<file path="config.mk">
export PLATFORM = sky130hd
export DESIGN_NAME = morse_letter_decoder
export DESIGN_NICKNAME = d
export VERILOG_FILES = /design/src/rtl/morse_letter_decoder.sv
export SDC_FILE = /design/constraint.sdc
export NUM_CORES = 1
export LEC_CHECK = 0
export BUFFER_PORTS_ARGS = -buffer_cell sky130_fd_sc_hd__buf_2
export CAP_MARGIN = 20
export CORE_UTILIZATION = 50
export DETAILED_ROUTE_END_ITERATION = 10
export PLACE_DENSITY_LB_ADDON = 0.15
export SLEW_MARGIN = 30
export SYNTH_ARGS = -nofsm -noshare
export SYNTH_HDL_FRONTEND = slang
export SYNTH_SLANG_ARGS = --single-unit
export TNS_END_PERCENT = 1
</file>
<file path="constraint.sdc">
create_clock -name CLK -period 2.4 [get_ports CLK]
set_input_delay 0 -clock CLK [delete_from_list [all_inputs] [get_ports CLK]]
set_output_delay 0 -clock CLK [all_outputs]
set_load 0.01 [all_outputs]
</file>
<file path="src/rtl/morse_letter_decoder.sv">
// Morse letter decoder: ticked button sampler, dot/dash classifier,
// letter assembler and one-entry valid/ready output register.
// Optional build macro: MORSE_DEBOUNCE_EN (2-flop sync + 2-tick debounce).
module morse_letter_decoder #(
  parameter int TICK_DIV    = 4,
  parameter int DOT_MAX     = 2,
  parameter int LETTER_GAP  = 4,
  parameter int MAX_SYMBOLS = 5,
  parameter int CNT_W       = 8,
  localparam int LEN_W      = $clog2(MAX_SYMBOLS + 1)
) (
  input  logic                   CLK,
  input  logic                   RST,
  input  logic                   EN,
  input  logic                   BTN_IN,
  input  logic                   OUT_READY,
  output logic                   OUT_VALID,
  output logic [MAX_SYMBOLS-1:0] OUT_CODE,
  output logic [LEN_W-1:0]       OUT_LEN,
  output logic                   OUT_OVF,
  output logic                   DROP,
  output logic                   BLINK_LED,
  output logic [LEN_W-1:0]       CUR_LEN
);

  localparam int DIV_W = (TICK_DIV > 1) ? $clog2(TICK_DIV) : 1;

  localparam logic [DIV_W-1:0] DIV_LAST = DIV_W'(TICK_DIV - 1);
  localparam logic [CNT_W-1:0] DOT_LIM  = CNT_W'(DOT_MAX);
  localparam logic [CNT_W-1:0] GAP_LIM  = CNT_W'(LETTER_GAP);
  localparam logic [LEN_W-1:0] SYM_LIM  = LEN_W'(MAX_SYMBOLS);
  localparam logic [CNT_W-1:0] CNT_ONE  = CNT_W'(1);

  typedef enum logic [1:0] {
    IDLE  = 2'd0,
    PRESS = 2'd1,
    GAP   = 2'd2
  } state_t;

  // ------------------------------------------------------------
  // Tick divider
  // ------------------------------------------------------------
  logic [DIV_W-1:0] div_q, div_d;
  logic             tick;
  logic             tick_en;

  assign tick    = (div_q == DIV_LAST);
  assign tick_en = tick & EN;

  // Divider next count; holds while disabled so a tick resumes in place.
  always_comb begin
    div_d = div_q;
    if (EN) begin
      if (tick) div_d = '0;
      else      div_d = div_q + 1'b1;
    end
  end

  // Divider register.
  always_ff @(posedge CLK) begin
    if (RST) div_q <= '0;
    else     div_q <= div_d;
  end

  // ------------------------------------------------------------
  // Button sample path
  // ------------------------------------------------------------
  logic s;

`ifdef MORSE_DEBOUNCE_EN
  logic sy1_q, sy2_q;
  logic prev_q, prev_d;
  logic stab_q, stab_d;

  // Two-flop synchronizer for the asynchronous button.
  always_ff @(posedge CLK) begin
    if (RST) begin
      sy1_q <= 1'b0;
      sy2_q <= 1'b0;
    end else begin
      sy1_q <= BTN_IN;
      sy2_q <= sy1_q;
    end
  end

  // Accept a new level only after two equal ticked samples.
  always_comb begin
    prev_d = prev_q;
    stab_d = stab_q;
    s      = stab_q;
    if (tick_en) begin
      prev_d = sy2_q;
      if (sy2_q == prev_q) begin
        s      = sy2_q;
        stab_d = sy2_q;
      end
    end
  end

  // Debounce state registers.
  always_ff @(posedge CLK) begin
    if (RST) begin
      prev_q <= 1'b0;
      stab_q <= 1'b0;
    end else begin
      prev_q <= prev_d;
      stab_q <= stab_d;
    end
  end
`else
  assign s = BTN_IN;
`endif

  // ------------------------------------------------------------
  // Letter assembly FSM
  // ------------------------------------------------------------
  state_t                 state_q, state_d;
  logic [CNT_W-1:0]       press_q, press_d;
  logic [CNT_W-1:0]       gap_q, gap_d;
  logic [LEN_W-1:0]       len_q, len_d;
  logic [MAX_SYMBOLS-1:0] code_q, code_d;
  logic                   ovf_q, ovf_d;
  logic                   done;

  logic [CNT_W-1:0]       press_inc;
  logic [CNT_W-1:0]       gap_inc;
  logic                   is_dash;
  logic [MAX_SYMBOLS-1:0] sym_vec;

  assign press_inc = (&press_q) ? press_q : press_q + 1'b1;
  assign gap_inc   = (&gap_q) ? gap_q : gap_q + 1'b1;
  assign is_dash   = (press_q > DOT_LIM);
  assign sym_vec   = MAX_SYMBOLS'(is_dash) << len_q;

  // Next-state logic; all actions are gated by the enabled tick.
  always_comb begin
    state_d = state_q;
    press_d = press_q;
    gap_d   = gap_q;
    len_d   = len_q;
    code_d  = code_q;
    ovf_d   = ovf_q;
    done    = 1'b0;
    if (tick_en) begin
      unique case (state_q)
        IDLE: begin
          if (s) begin
            state_d = PRESS;
            press_d = CNT_ONE;
          end
        end
        PRESS: begin
          if (s) begin
            press_d = press_inc;
          end else begin
            if (len_q < SYM_LIM) begin
              code_d = code_q | sym_vec;
              len_d  = len_q + 1'b1;
            end else begin
              ovf_d = 1'b1;
            end
            state_d = GAP;
            gap_d   = CNT_ONE;
          end
        end
        GAP: begin
          if (s) begin
            state_d = PRESS;
            press_d = CNT_ONE;
          end else begin
            gap_d = gap_inc;
            if (gap_inc >= GAP_LIM) begin
              done    = 1'b1;
              state_d = IDLE;
              press_d = '0;
              gap_d   = '0;
              len_d   = '0;
              code_d  = '0;
              ovf_d   = 1'b0;
            end
          end
        end
        default: begin
          state_d = IDLE;
          press_d = '0;
          gap_d   = '0;
          len_d   = '0;
          code_d  = '0;
          ovf_d   = 1'b0;
        end
      endcase
    end
  end

  // Assembly state registers.
  always_ff @(posedge CLK) begin
    if (RST) begin
      state_q <= IDLE;
      press_q <= '0;
      gap_q   <= '0;
      len_q   <= '0;
      code_q  <= '0;
      ovf_q   <= 1'b0;
    end else begin
      state_q <= state_d;
      press_q <= press_d;
      gap_q   <= gap_d;
      len_q   <= len_d;
      code_q  <= code_d;
      ovf_q   <= ovf_d;
    end
  end

  // ------------------------------------------------------------
  // Output register (one entry, valid/ready)
  // ------------------------------------------------------------
  logic                   ov_q, ov_d;
  logic [MAX_SYMBOLS-1:0] oc_q, oc_d;
  logic [LEN_W-1:0]       ol_q, ol_d;
  logic                   oo_q, oo_d;
  logic                   drop_q, drop_d;
  logic                   xfer;
  logic                   load;

  assign xfer = ov_q & OUT_READY;
  assign load = done & (~ov_q | OUT_READY);

  // Load a finished letter when there is room, else flag a drop.
  always_comb begin
    ov_d   = ov_q;
    oc_d   = oc_q;
    ol_d   = ol_q;
    oo_d   = oo_q;
    drop_d = done & ~load;
    if (load) begin
      ov_d = 1'b1;
      oc_d = code_q;
      ol_d = len_q;
      oo_d = ovf_q;
    end else if (xfer) begin
      ov_d = 1'b0;
      oc_d = '0;
      ol_d = '0;
      oo_d = 1'b0;
    end
  end

  // Output register state.
  always_ff @(posedge CLK) begin
    if (RST) begin
      ov_q   <= 1'b0;
      oc_q   <= '0;
      ol_q   <= '0;
      oo_q   <= 1'b0;
      drop_q <= 1'b0;
    end else begin
      ov_q   <= ov_d;
      oc_q   <= oc_d;
      ol_q   <= ol_d;
      oo_q   <= oo_d;
      drop_q <= drop_d;
    end
  end

  assign OUT_VALID = ov_q;
  assign OUT_CODE  = oc_q;
  assign OUT_LEN   = ol_q;
  assign OUT_OVF   = oo_q;
  assign DROP      = drop_q;
  assign BLINK_LED = tick_en;
  assign CUR_LEN   = len_q;

endmodule
</file>
==> run metrics <==
row cnt=22; Die Y=63.7 um; GPL Wtd Cong=0.850; CP Capture Point=code_q[1]; # IOs=20; P&R area growth vs syn=14.2%; R2R Setup Slk=between 0.3 and 0.4 ns; maximum root-to-sink buffer count=2; via/cell ratio=5.88; Worst slew margin=52.3%; Reg clk slew, reported paths=0.08 ns; ANT cells=0; met1 Track Usage GR=between 20 and 30%; Main synth FF type=dfxtp_1; Pins Over Slew Limit=0; DR vias=1723; share of cells above drive strength 1=roughly 16%; Min Hold Slack=0.00160 ns; Leak Pwr=0.860 nW; RSZ-0062 raised after global routing=false; PwrDens=590 nW/um2; TritonRoute pass-1 iters=4; DRT iter0 DRCs=136; sequential fraction of the synthesis area=roughly 42%; Post-synth EDFFs=0; critical path data arrival time=2.27 ns; Setup crit end kind=flop; Critical Path Source=state_q[1]; clk sinks=40; dpl hpwl=2890 um; Die Span X=between 60 and 70 um; GR Layer Usage met3=~6.0%; actual slew at the worst max-slew pin=0.715 ns; WL per Instance=14.4 um; Tot GR Track Use=22.3%; die area=about 4000 um2; post-layout min period=2.03 ns; grt peak-use layer=met2; worst setup path class=flop to flop; # DRC=0; Reg2Reg Depth=7; maximum VDD drop=~0.39 mV; Initial Util=52.0%; Startpoint Class=flop; mapped cell area=1900 um2; antenna violations before repair=0; critical path fanouts, max=11; max frequency=492 MHz; Clock Root Buffer=clkbuf_8; final hold vios=0; post-route setup TNS=0 ns; cts repair resizes=0; clk_lat worst skew=0.29 ns; CTS buffer count=5; commonest non-fill, non-tap cell in the layout=dfxtp_1; Syn Inst Count=about 220; Worst R2R Start=state_q[1]; core area=around 3700 um2; syn avg cell area=8.62 um2; DRT antenna net count=0; total wire length=4220 um; R2R Path End=code_q[1]; clock skew=0.00971 ns; first-pass GRT wire length=about 7000 um; Worst Path Required=2.64 ns; M2 GR Usage=34.6%; setup violators final=0; #FFs+latches synth=40; vias in the first global route=around 1500; # hold bufs at CTS=0; I/O Buffers=19; commonest cells after routing, fill and taps aside=dfxtp_1 (40), nor2_1 (27), buf_2 (19); fillers=340; synth unique cells=42; min-delay worst type=primary input to flop; H-tree depth=2; clock tree from TritonCTS=built; max_cap viols=0; setup bufs post-CTS=0; total gr overflow=0; largest net degree at the start of global routing=27; Syn Nets=235; run status=complete, no violations; Synth Warn #=0; part of the cycle the worst path needs=84.6%; asr flop ratio synth=0%; Total Nets Final=roughly 260
logic make-up after synthesis:
group,count (synthesis),share of synthesized area (%)
compound gates,66,24.4
fa+ha+maj,9,5.91
buf+inv,17,3.48
flops,40,42.1
mux,1,0.526
simple gates,88,23.6
state kept, by name (all words and copies together), names as in the netlist:
register / count
gap_q: 8
press_q: 8
OUT_CODE: 5
code_q: 5
CUR_LEN: 3
OUT_LEN: 3
div_q: 2
state_q: 2
DROP: 1
OUT_OVF: 1
OUT_VALID: 1
ovf_q: 1
worst max-delay path, stage by stage (launching register included):
cell      delay (ns)
dfxtp_1         0.36
inv_1           0.08
ha_1            0.32
o21ai_1         0.22
nand3b_1        0.28
a21oi_2         0.41
a41oi_1         0.19
nor2_1          0.11
worst min-delay path by stage:
| stage | startpoint | endpoint | cells past startpoint |
|---|---|---|---|
| finish | EN | div_q[1] | 3 |
| global route | EN | div_q[1] | 3 |
| CTS | EN | div_q[1] | 3 |
| detailed placement | EN | div_q[1] | 3 |
| global placement | EN | div_q[1] | 3 |
| floorplan | EN | div_q[1] | 2 |
routing by layer:
layer | vias up | part of all wire (%)
li1 | 868 | -
met1 | 814 | 51
met2 | 36 | 45
met3 | 5 | 3.5
met4 | 0 | 1.2
met5 | - | 0
power by group:
part | leakage [nW] | switching [mW] | internal [mW]
sequential | 0.322 | 0.00200 | 0.666
combinational | 0.476 | 0.0244 | 0.0102
clock | 0.0614 | 0.241 | 0.340
total | 0.860 | 0.268 | 1.02
per-stage QoR:
step / util (%) / instances / worst slack (ns) / instance area (um2) / total power [mW]
finish: 59.4 / 293 / 0.368 / 2170 / 1.28
global placement: 56.1 / 285 / 0.453 / 2050 / 0.717
CTS: 59.4 / 293 / 0.391 / 2170 / 1.29
floorplan: - / 221 / 0.619 / 1900 / 0.704
detailed placement: 56.1 / 285 / 0.414 / 2050 / 0.718
global route: 59.4 / 293 / 0.194 / 2170 / 1.33
cells in the mapped netlist (all sizes together), types with 4 or more instances:
| cell type | number | area (um2) |
|---|---|---|
| dfxtp | 40 | 801 |
| nor2 | 27 | 101 |
| a21oi | 18 | 93.8 |
| inv | 12 | 45.0 |
| o21ai | 12 | 71.3 |
| nand2 | 11 | 43.8 |
| nor3 | 11 | 55.1 |
| a32oi | 9 | 78.8 |
| and3 | 9 | 56.3 |
| ha | 9 | 113 |
| nand3 | 9 | 45.0 |
| nand4 | 5 | 31.3 |
| a211oi | 4 | 30.0 |
| a31oi | 4 | 25.0 |
| and2 | 4 | 25.0 |
| o21a | 4 | 30.0 |
area by class of cell:
cell class	instances	area, um2	share of cell area (%)
flip-flops and latches	40	801	36.8
well taps	48	60.1	2.76
inverters	12	45.0	2.07
repair buffers	21	110	5.06
clock inverters	2	38.8	1.78
clock buffers	6	82.6	3.80
multi-input cells	164	1040	47.7
Note: power is estimated with default switching activity, not from simulation.
